$ cat config.mk
export PLATFORM = sky130hd
export DESIGN_NAME = cla_addsub_pipe
export DESIGN_NICKNAME = d
export VERILOG_FILES = /design/src/rtl/cla_addsub_pipe.sv
export SDC_FILE = /design/constraint.sdc
export NUM_CORES = 1
export LEC_CHECK = 0
export BUFFER_PORTS_ARGS = -buffer_cell sky130_fd_sc_hd__clkbuf_2
export CAP_MARGIN = 40
export CORE_UTILIZATION = 49
export DETAILED_ROUTE_END_ITERATION = 7
export HOLD_SLACK_MARGIN = 0.15
export PLACE_DENSITY_LB_ADDON = 0.1
export SETUP_SLACK_MARGIN = 0.1
export SLEW_MARGIN = 20
export SYNTH_ARGS = -nofsm -noshare
export SYNTH_HDL_FRONTEND = slang
export SYNTH_SLANG_ARGS = --single-unit
$ cat constraint.sdc
create_clock -name clk -period 3.8 [get_ports clk]
set_input_delay 0.57 -clock clk [delete_from_list [all_inputs] [get_ports clk]]
set_output_delay 0.57 -clock clk [all_outputs]
set_load 0.1 [all_outputs]
$ cat src/rtl/cla_addsub_pipe.sv
// Pipelined carry-lookahead adder/subtractor with valid/ready handshake.
// Result, carry, overflow and zero flags are computed in front of the first stage and shifted through LAT stages.
module cla_addsub_pipe #(
   parameter int unsigned WIDTH = 16,
   parameter int unsigned GROUP = 4,
   parameter int unsigned LAT   = 2
) (
   input  logic             clk,
   input  logic             rst,
   input  logic             in_valid,
   output logic             in_ready,
   input  logic [WIDTH-1:0] in_a,
   input  logic [WIDTH-1:0] in_b,
   input  logic             in_cin,
   input  logic             in_sub,
   output logic             out_valid,
   input  logic             out_ready,
   output logic [WIDTH-1:0] out_sum,
   output logic             out_cout,
   output logic             out_ovf,
   output logic             out_zero
);

   localparam int unsigned NG = WIDTH / GROUP;
   localparam int unsigned PW = WIDTH + 3;

   if ((WIDTH % GROUP) != 0 || LAT < 1 || LAT > 4) begin : g_bad_param
      $error("cla_addsub_pipe: WIDTH must be a multiple of GROUP and LAT must be 1..4");
   end

   logic [WIDTH-1:0] bx;
   logic [WIDTH-1:0] p;
   logic [WIDTH-1:0] g;
   logic [WIDTH:0]   c;
   logic [NG:0]      gc;
   logic [WIDTH-1:0] sum;
   logic [PW-1:0]    stage_in;
   logic             advance;

   assign bx    = in_sub ? ~in_b : in_b;
   assign p     = in_a ^ bx;
   assign g     = in_a & bx;
   assign gc[0] = in_cin ^ in_sub;

   // Group generate comes from a zero-carry-in chain; group carries then hop group to group.
   for (genvar k = 0; k < NG; k++) begin : g_grp
      logic [GROUP:0] chain;
      logic           gg;
      logic           gp;

      assign chain[0] = 1'b0;
      for (genvar j = 0; j < GROUP; j++) begin : g_gen
         assign chain[j+1] = g[k*GROUP+j] | (p[k*GROUP+j] & chain[j]);
      end
      assign gg       = chain[GROUP];
      assign gp       = &p[k*GROUP +: GROUP];
      assign gc[k+1]  = gg | (gp & gc[k]);

      assign c[k*GROUP] = gc[k];
      for (genvar j = 1; j < GROUP; j++) begin : g_bit
         assign c[k*GROUP+j] = g[k*GROUP+j-1] | (p[k*GROUP+j-1] & c[k*GROUP+j-1]);
      end
   end
   assign c[WIDTH] = gc[NG];

   assign sum      = p ^ c[WIDTH-1:0];
   assign stage_in = {c[WIDTH], c[WIDTH] ^ c[WIDTH-1], ~|sum, sum};

   assign advance  = ~out_valid | out_ready;
   assign in_ready = advance;

   logic [LAT-1:0] vld_q;
   logic [LAT-1:0] vld_d;
   logic [PW-1:0]  pay_q [LAT];
   logic [PW-1:0]  pay_d [LAT];

   // All stages shift together on advance; bubbles keep their slot.
   always_comb begin
      vld_d = vld_q;
      pay_d = pay_q;
      if (advance) begin
         vld_d[0] = in_valid;
         pay_d[0] = stage_in;
         for (int i = 1; i < LAT; i++) begin
            vld_d[i] = vld_q[i-1];
            pay_d[i] = pay_q[i-1];
         end
      end
   end

   always_ff @(posedge clk) begin
      if (rst) begin
         vld_q <= '0;
         for (int i = 0; i < LAT; i++) begin
            pay_q[i] <= '0;
         end
      end else begin
         vld_q <= vld_d;
         pay_q <= pay_d;
      end
   end

   assign out_valid = vld_q[LAT-1];
   assign {out_cout, out_ovf, out_zero, out_sum} = pay_q[LAT-1];

endmodule
==> impl_metrics.toml <==
[status]
outcome = "finished clean"

[layout]
area_growth_syn_to_layout_pct = 15.56
fin_cells = 409
drive_gt1_frac = 0.2573
nFillCells = 468
fin_nets = 407
antenna-diode-count = 0

[power_and_ir_drop]
leakage_nw = 1.369
ir_drop_uv = 160.2
finalPower_w = 0.001296
powerDensity_nw_per_um2 = 452.9

[die]
die_y_um = 73.09
pin_count = 59
rows = 25
dieArea_sq_um = 5341
die_w_um = 73.09
placeableCoreArea_sq_um = 4786
start_util = 0.5174

[logic_synthesis]
ys_seq_elements = 40
yosys.area_share.xor_xnor = 0.08540
synth_fa_ha_area_frac = 0.1779
netlist_instances = 297
synth_compound_area_frac = 0.1410
syn_nets = 363
syn-mean-instance-area_sq_um = 8.337
synth-seq-area-share = 0.3234
synth.distinct_cells = 30
netlist_area_sq_um = 2476
synth.area.mux_share = 0.004548
synth-simple-area-share = 0.1506
synth_top_family_by_area = "adder cells"
yosys_warnings = 0

[global_route]
grt_max_degree = 50
grt_pass1_vias = 1684
use_met1 = 0.2550
gr-total-overflow = 0
grt_usage = 0.1858
grtUsageMet2 = 0.2901
grt-busiest-layer = "met2"
grt_pass1_wl_um = 7603
met3_usage = 0.03315
antenna_found_initial = 0

[place]
dp_hpwl_um = 3674
placed_cells = 401
place_congestion = 0.8576
port_buffers = 58

[sta]
hold_viol = 0
min_period_ns = 3.485
rsz0062_at_grt = "no"
fmax_ghz = 0.2869
worstMarginPinSlew_ns = 0.8083
drv_slew = 0
period_share = 0.9172
finalSetupViolCount = 0
finalClockSkew_ns = 0.006654
slew_headroom = 0.4611

[route]
first_pass_iters = 4
antenna_left = 0
drc_errors = 0
drt_wl_total_um = 4655
wl_per_cell_um = 11.38
drtIter0Drc = 105
vias = 1960
avgViaCountPerCell = 4.792

[cts]
clock_path_buffers = 2
cts_hold_buf = 0
clk_latency_ns = 0.29
cts.clk_slew.worst_paths_ns = 0.07
cts_tree = "done"
h-tree-depth = 2
cts_setup_buffers = 0
cts_sinks = 40
clockRootBuffer = "clkbuf_8"
cts_buffers = 5

[setup_path]
critPathRequiredTime_ns = 4.01
cp_max_fo = 13
path_class = "primary input to register"
cp_data_arrival_time_ns = 3.70
cp-start-kind = "primary input"
endpoint_kind = "register"

[min_path]
hold_class = "register to register"

[run]
drv_cap = 0
critical path, cell delays in order:
cell and delay (ns):
buf_4 0.18, xor2_1 0.18, ha_1 0.33, nand2_1 0.06, o21ai_1 0.23, a21oi_2 0.08
fa_1 0.45, fa_2 0.38, fa_1 0.53, nand4b_1 0.16, nor4_2 0.25, nand4_1 0.14
a21oi_2 0.14
cell families after synthesis:
group                    Yosys count
AO/OA/AOI/OAI                     57
buffers and inverters             58
adder cells (fa/ha/maj)           28
multiplexers                       1
flip-flops                        40
AND/OR/NAND/NOR                   91
XOR/XNOR                          22
what timing repair did:
action | CTS | global route
gates resized for setup | 0 | 8
endpoints found under the setup margin | 0 | 3
hold endpoints to repair | 0 | 0
metal layers:
layer / part of all wire / wire [um]
met5: 0 / 0
met2: 0.45 / 2098
met3: 0.037 / 173
met1: 0.50 / 2312
met4: 0.015 / 70
cell type report:
cell class                      count  area (sq um)  area share
Clock buffer                        6         82.58     0.02886
Clock inverter                      2         10.01    0.003498
Inverter                           27         101.3     0.03542
Multi-Input combinational cell    199          1415      0.4945
Sequential cell                    40         800.8      0.2798
Tap cell                           67         83.83     0.02930
Timing Repair Buffer               68         367.9      0.1286
final timing paths:
kind	start	depth (start not counted)	slack, ns	to
hold / removal	out_ovf$_SDFFE_PP0P_	2	0.45	out_ovf$_SDFFE_PP0P_
setup reg to reg	vld_q[1]$_SDFFE_PP0P_	7	2.06	pay_q[36]$_SDFFE_PP0P_
hold reg to reg	out_ovf$_SDFFE_PP0P_	2	0.45	out_ovf$_SDFFE_PP0P_
setup / recovery	in_sub	13	0.31	pay_q[35]$_SDFFE_PP0P_
report_power, final:
part | leakage [nW] | switching (W) | total [W] | internal [W]
logic | 0.987 | 0.000341 | 0.000503 | 0.000162
registers | 0.330 | 0.0000279 | 0.000505 | 0.000477
clock network | 0.0510 | 0.000143 | 0.000288 | 0.000145
total | 1.37 | 0.000512 | 0.00130 | 0.000784
per-stage QoR:
step                cell area, sq um    util  hold slack, ns  setup TNS (ns)  worst slack [ns]
finish                          2861  0.5979          0.4515               0            0.3147
global route                    2861  0.5979          0.4721               0            0.1163
CTS                             2840  0.5935          0.4540               0            0.1058
detailed placement              2748  0.5741          0.4451         -0.3102           -0.1619
global placement                2748  0.5741          0.4383         -0.1431          -0.09567
floorplan                       2487       -          0.4321               0            0.1089
synthesized netlist by cell type:
library cell,count,share of area
nor4_1,2,0.0051
nand4b_1,1,0.0035
xnor2_1,2,0.0071
o21ai_0,2,0.0040
nand4_1,6,0.015
buf_4,16,0.049
a41o_1,1,0.0040
mux2_1,1,0.0045
ha_1,16,0.081
o21a_1,1,0.0030
xnor2_4,1,0.011
xor2_1,19,0.067
inv_2,1,0.0015
a211oi_2,1,0.0051
a211oi_1,14,0.042
clkbuf_1,10,0.015
nor2b_1,2,0.0051
buf_2,4,0.0081
nand3_1,1,0.0020
o21ai_1,1,0.0020
nand2_1,51,0.077
buf_6,1,0.0045
inv_1,26,0.039
o21bai_1,1,0.0030
o221ai_1,1,0.0035
a21oi_1,34,0.069
o22ai_2,1,0.0051
nor2_1,28,0.042
dfxtp_1,40,0.32
fa_1,12,0.097
registers in the layout, indices dropped and copies added, names as in the netlist:
signal / flops
out_ovf: 1
out_sum: 16
pay_q: 19
out_cout: 1
vld_q: 2
out_zero: 1
cell usage in the layout, fill, tap and decap left out, drive strengths merged:
cell type | synthesis | routed
clkbuf | 10 | 63
nand4 | 6 | 6
nand3 | 1 | 1
o22ai | 1 | 1
buf | 21 | 11
o21a | 1 | 1
nor2 | 28 | 28
o221ai | 1 | 1
ha | 16 | 16
o21bai | 1 | 1
o21ai | 3 | 3
nand2 | 51 | 51
a21oi | 34 | 34
inv | 27 | 27
a211oi | 15 | 15
nand4b | 1 | 1
a41o | 1 | 1
dfxtp | 40 | 40
fa | 12 | 12
xnor2 | 3 | 3
nor2b | 2 | 2
xor2 | 19 | 19
clkinv | 0 | 2
nor4 | 2 | 2
mux2 | 1 | 1
(Power assumes the default switching activity.)
